==> config.mk <==
export PLATFORM = sky130hd
export DESIGN_NAME = bram_arbiter
export DESIGN_NICKNAME = d
export VERILOG_FILES = /design/src/rtl/bram_arbiter.sv
export SDC_FILE = /design/constraint.sdc
export NUM_CORES = 1
export LEC_CHECK = 0
export BUFFER_PORTS_ARGS = -buffer_cell sky130_fd_sc_hd__buf_2
export CELL_PAD_IN_SITES_DETAIL_PLACEMENT = 1
export CELL_PAD_IN_SITES_GLOBAL_PLACEMENT = 1
export CORE_ASPECT_RATIO = 0.75
export CORE_MARGIN = 1
export CORE_UTILIZATION = 18
export DETAILED_ROUTE_END_ITERATION = 8
export GPL_ROUTABILITY_DRIVEN = 0
export PLACE_DENSITY_LB_ADDON = 0.1
export RECOVER_POWER = 50
export REMOVE_ABC_BUFFERS = 1
export SETUP_SLACK_MARGIN = 0.05
export SYNTH_ARGS = -nofsm -noshare
export SYNTH_HDL_FRONTEND = slang
export SYNTH_SLANG_ARGS = --single-unit
==> constraint.sdc <==
create_clock -name clk -period 2 [get_ports clk]
set_input_delay 0.3 -clock clk [delete_from_list [all_inputs] [get_ports clk]]
set_output_delay 0.3 -clock clk [all_outputs]
set_load 0.02 [all_outputs]
==> src/rtl/bram_arbiter.sv <==
// Round-robin arbiter sharing one simple dual-port BRAM (1-cycle registered read) between A and B.
// Define BRAM_ARB_CLEAR_EN to zero the whole RAM after every reset before accepting commands.
module bram_arbiter #(
    parameter int unsigned ADDR_W = 9,
    parameter int unsigned DATA_W = 8
) (
    input  logic              clk,
    input  logic              reset,

    input  logic              a_valid,
    output logic              a_ready,
    input  logic              a_we,
    input  logic [ADDR_W-1:0] a_addr,
    input  logic [DATA_W-1:0] a_wdata,
    output logic              a_rvalid,
    output logic [DATA_W-1:0] a_rdata,

    input  logic              b_valid,
    output logic              b_ready,
    input  logic              b_we,
    input  logic [ADDR_W-1:0] b_addr,
    input  logic [DATA_W-1:0] b_wdata,
    output logic              b_rvalid,
    output logic [DATA_W-1:0] b_rdata,

    output logic              mem_w_en,
    output logic [ADDR_W-1:0] mem_w_addr,
    output logic [DATA_W-1:0] mem_w_data,
    output logic              mem_r_en,
    output logic [ADDR_W-1:0] mem_r_addr,
    input  logic [DATA_W-1:0] mem_r_data,

    output logic              busy
);

    localparam logic GrantA = 1'b0;
    localparam logic GrantB = 1'b1;

    logic last_grant_q, last_grant_d;
    logic a_rd_q, a_rd_d;
    logic b_rd_q, b_rd_d;
    logic run;
    logic grant_a, grant_b;

`ifdef BRAM_ARB_CLEAR_EN
    typedef enum logic [0:0] {StClear, StRun} state_e;

    state_e            state_q, state_d;
    logic [ADDR_W-1:0] clr_cnt_q, clr_cnt_d;

    always_ff @(posedge clk) begin
        if (reset) begin
            state_q   <= StClear;
            clr_cnt_q <= '0;
        end else begin
            state_q   <= state_d;
            clr_cnt_q <= clr_cnt_d;
        end
    end

    // Counter stops at the top address; leaving CLEAR never relies on it wrapping.
    always_comb begin
        state_d   = state_q;
        clr_cnt_d = clr_cnt_q;
        if (state_q == StClear) begin
            if (clr_cnt_q == {ADDR_W{1'b1}}) begin
                state_d = StRun;
            end else begin
                clr_cnt_d = clr_cnt_q + 1'b1;
            end
        end
    end

    assign run  = (state_q == StRun);
    assign busy = ~run;
`else
    assign run  = 1'b1;
    assign busy = 1'b0;
`endif

    always_ff @(posedge clk) begin
        if (reset) begin
            last_grant_q <= GrantB;
            a_rd_q       <= 1'b0;
            b_rd_q       <= 1'b0;
        end else begin
            last_grant_q <= last_grant_d;
            a_rd_q       <= a_rd_d;
            b_rd_q       <= b_rd_d;
        end
    end

    always_comb begin
        grant_a      = 1'b0;
        grant_b      = 1'b0;
        last_grant_d = last_grant_q;
        mem_w_en     = 1'b0;
        mem_w_addr   = a_addr;
        mem_w_data   = a_wdata;
        mem_r_en     = 1'b0;
        mem_r_addr   = a_addr;

        // A wins unless B also wants the port and A had the previous grant.
        if (run) begin
            if (a_valid && (!b_valid || last_grant_q == GrantB)) begin
                grant_a = 1'b1;
            end else if (b_valid) begin
                grant_b = 1'b1;
            end
        end

        if (grant_b) begin
            mem_w_addr = b_addr;
            mem_w_data = b_wdata;
            mem_r_addr = b_addr;
        end

        if (grant_a || grant_b) begin
            last_grant_d = grant_b ? GrantB : GrantA;
            mem_w_en     = grant_a ? a_we : b_we;
            mem_r_en     = grant_a ? ~a_we : ~b_we;
        end

`ifdef BRAM_ARB_CLEAR_EN
        if (state_q == StClear) begin
            mem_w_en   = 1'b1;
            mem_w_addr = clr_cnt_q;
            mem_w_data = '0;
        end
`endif

        a_rd_d = grant_a & ~a_we;
        b_rd_d = grant_b & ~b_we;
    end

    assign a_ready  = grant_a;
    assign b_ready  = grant_b;
    assign a_rvalid = a_rd_q;
    assign b_rvalid = b_rd_q;
    assign a_rdata  = mem_r_data;
    assign b_rdata  = mem_r_data;

endmodule

; ---- After elaboration in Yosys (flattened, before gate mapping)
; Index checks and enable logic that the tools add are counted.
[word_totals]
register_bits = 3
latch_bits = 0
ram_bits = 0
rom_bits = 0
inputBits = 48
out_inout_bits = 49
word_cells = 21
memories = 0
[op_classes]
addsub = 0
n_mul = 0
n_div = 0
magnitude_cmp = 0
n_eq_ne = 0
n_shift = 0
mux = 10
n_bitwise = 4
n_reduce_logical = 4
[ops]
columns = cell, n
row1 = $mux 9, 1
row2 = $mux 1, 8
row3 = $mux 8, 1
row4 = $and 1x1->1, 2
row5 = $logic_or 1x1->1, 2
row6 = $not 1->1, 2
row7 = $logic_and 1x1->1, 1
row8 = $logic_not 1->1, 1

; ---- Depth between registers and ports, before layout
[depth]
word_depth = 6
depth_mapped = 4

; ---- Least setup slack after synthesis
; No wires, ideal clock.
[synth_path]
path_type = register to output
start = reg last_grant_q
end = out mem_w_addr[0]
arrival_time_ps = 1176
t_required_ps = 1700
setup_slack_ps = 524
path_stages_with_launch = 5
path_cell_list = dfxtp_1 a21bo_4 buf_6 mux2_4 buf_4
[synth_between]
elab_chain_len = 4
[synth_rtl]
columns = item, line
row1 = from (decl), 39  ; logic last_grant_q, last_grant_d;
row2 = from (signal assigned), 83  ; last_grant_q <= GrantB;
row3 = from (signal assigned), 87  ; last_grant_q <= last_grant_d;
row4 = $logic_or 1x1->1, 105  ; if (a_valid && (!b_valid || last_grant_q == GrantB)) begin
row5 = $logic_and 1x1->1, 105
row6 = $mux 1, 105
row7 = $mux 9, --
row8 = to (decl), 27  ; output logic [ADDR_W-1:0] mem_w_addr,
; Every way passes these cells.

; ---- Worst setup path in the final report
[layout_path]
start = reg last_grant_q
end = out mem_r_addr[8]
[layout_between]
elab_chain_len = 4
[layout_rtl]
columns = item, line
row1 = $logic_or 1x1->1, 105
row2 = $logic_and 1x1->1, 105
row3 = $mux 1, 105
row4 = $mux 9, 112  ; if (grant_b) begin
row5 = to (decl), 30  ; output logic [ADDR_W-1:0] mem_r_addr,
; Every way passes these cells.

==> flow_metrics.env <==
export IMPL_status="finished clean"
export IMPL_hold_viol=0
export IMPL_post_place_cells=142
export IMPL_grt_remaining_overflow=0
export IMPL_yosys_mux_area_fraction_pct=41.10
export IMPL_clock_sinks=3
export IMPL_numCtsBuffers=3
export IMPL_wl_per_cell_um=12.06
export IMPL_rsz0062_at_grt="no"
export IMPL_route_detailed_drc=0
export IMPL_min_from="b_we"
export IMPL_critPathKind="register to output pin"
export IMPL_final_cell_mix="buf_2 (65), mux2_4 (16), clkbuf_1 (7)"
export IMPL_nets=157
export IMPL_switchingPower_mw=0.1761
export IMPL_antenna_found_initial=0
export IMPL_p_seq_share_pct=13.3
export IMPL_syn_instance_count=61
export IMPL_grt_max_degree=22
export IMPL_fin_crit_sh_pct=90.95
export IMPL_clockRootBuffer="clkbuf_8"
export IMPL_htreeDepth=1
export IMPL_worstSkewPairLatency_ps=220
export IMPL_ys_seq_elements=3
export IMPL_min_path_cells=2
export IMPL_p_per_area_mw_per_mm2=586.1
export IMPL_yosys_warnings=0
export IMPL_synth_top_family_by_area="multiplexers"
export IMPL_pwr_share_comb_pct=49.8
export IMPL_holdWs_ps=284.2
export IMPL_stdcell_area_um2=834.6
export IMPL_die_w_um=69.32
export IMPL_arrival_ps=1520
export IMPL_num_rows=17
export IMPL_placed_area_um2=797.0
export IMPL_pre_cts_ws_ps=298.7
export IMPL_core_mm2=0.003084
export IMPL_finalPower_mw=0.4891
export IMPL_syn_to_final_growth_pct=36.40
export IMPL_ff2ff_path_depth=2
export IMPL_required_ps=1700
export IMPL_grt_total_usage_pct=9.440
export IMPL_fmax_mhz=549.7
export IMPL_start_util_pct=19.84
export IMPL_cp_start_kind="register"
export IMPL_ctsHoldBuffers=0
export IMPL_die_area_mm2=0.003639
export IMPL_drv_cap=0
export IMPL_yosys_cell_types_count=14
export IMPL_dp_hpwl_um=1517
export IMPL_cts_setup_buffers=0
export IMPL_layout_cells_non_filler=146
export IMPL_reg2reg_to="b_rvalid$_SDFF_PP0_"
export IMPL_fin_ws_ps=180.9
export IMPL_hp_class="primary input to register"
export IMPL_avgSynthCellArea_um2=10.03
export IMPL_skew_ps=5.055
export IMPL_switching_share_pct=36.01
export IMPL_n_antenna_cell=0
export IMPL_ir_drop_v=0.0001975
export IMPL_setup_violations=0
export IMPL_clkTransAtPathRegs_ps=30
export IMPL_period_minus_slack_ps=1819
export IMPL_seq_area_frac_synth_pct=9.816
export IMPL_path_max_fanout=21
export IMPL_p_clk_share_pct=36.8
export IMPL_drive_above_1_share_pct=79.63
export IMPL_slew_violations=0
export IMPL_grt_pass1_wl_um=2753
export IMPL_drt_iter0_markers=8
export IMPL_clockBufferDepth=2
export IMPL_die_h_um=52.49
export IMPL_vias=611
export IMPL_grt_pass1_vias=624
export IMPL_vias_per_cell=4.185
export IMPL_synth_compound_area_share_pct=6.953
export IMPL_cts_tree="done"
export IMPL_p_leak_nw=0.4987
export IMPL_cts_resized=0
export IMPL_yosys_area_share_xor_xnor_pct=0
export IMPL_hold_path_endpoint="b_rvalid$_SDFF_PP0_"
export IMPL_antenna_left=0
export IMPL_mostFrequentLayoutCell="buf_2"
export IMPL_dr_pass1_iters=2
export IMPL_intPower_mw=0.3130
export IMPL_tns_ps=0
export IMPL_final_util_pct=27.06
export IMPL_routed_wl_um=1761
export IMPL_worstReg2RegStart="last_grant_q$_SDFFE_PP1P_"
export IMPL_crit_path_end_kind="output pin"
export IMPL_yosys_area_share_adder_pct=0
export IMPL_r2r_slack_ps=1040
export IMPL_num_io_pins=97
export IMPL_synth_simple_area_share_pct=3.476
export IMPL_netlist_area_um2=611.8
export IMPL_port_buffer_count=71
==> power groups by stage <==
stage | Sequential [mW] | Clock (mW) | Combinational (mW)
CTS | 0.0653 | 0.186 | 0.250
floorplan | 0.0678 | 0 | 0.154
global placement | 0.0659 | 0 | 0.247
global route | 0.0658 | 0.194 | 0.260
detailed placement | 0.0661 | 0 | 0.249
finish | 0.0653 | 0.180 | 0.244
==> Yosys cell counts, drive strengths merged <==
cell type	number	area, um2
nor3	1	5.000
conb	1	3.750
o32ai	2	17.52
buf	28	217.7
nor4	1	6.260
dfxtp	3	60.06
nor2b	1	6.260
nor2	1	3.750
mux2	17	251.5
a21bo	1	16.27
inv	4	15.01
a211o	1	8.760
==> worst max-delay path: stages (launching register included) <==
cell and delay (ps):
dfxtp_1 350, a21bo_4 390, mux2_2 390, buf_2 160
==> worst max-delay path by stage <==
stage,startpoint,end,slack (ps)
finish,last_grant_q$_SDFFE_PP1P_,mem_r_addr[8],180
global route,last_grant_q$_SDFFE_PP1P_,mem_r_addr[8],100
CTS,last_grant_q$_SDFFE_PP1P_,mem_r_addr[8],150
detailed placement,b_valid,mem_r_addr[8],300
global placement,b_valid,mem_w_addr[8],310
floorplan,last_grant_q$_SDFFE_PP1P_,mem_r_addr[8],550
==> per-layer routing <==
layer	wire [um]	GRT usage [%]	vias up
met3	240	6.731	2
met2	917	17.80	51
met5	0	0	-
li1	-	-	272
met4	10	2.041	0
met1	592	8.314	286
==> registers in the layout, summed over array words and instances (netlist names) <==
register	flops
a_rvalid	1
b_rvalid	1
last_grant_q	1
==> layout make-up <==
cell class / instances / area [um2]
Fill cell: 388 / 2250
Timing Repair Buffer: 71 / 347.8
Multi-Input combinational cell: 26 / 319.1
Sequential cell: 3 / 60.06
Tap cell: 38 / 47.55
Clock buffer: 4 / 45.04
Inverter: 4 / 15.01
==> cells by family after synthesis <==
logic type / Yosys count
buffers and inverters: 32
multiplexers: 17
AO/OA/AOI/OAI: 4
AND/OR/NAND/NOR: 4
flip-flops: 3
other: 1
Power figures use the tool's default switching activity.
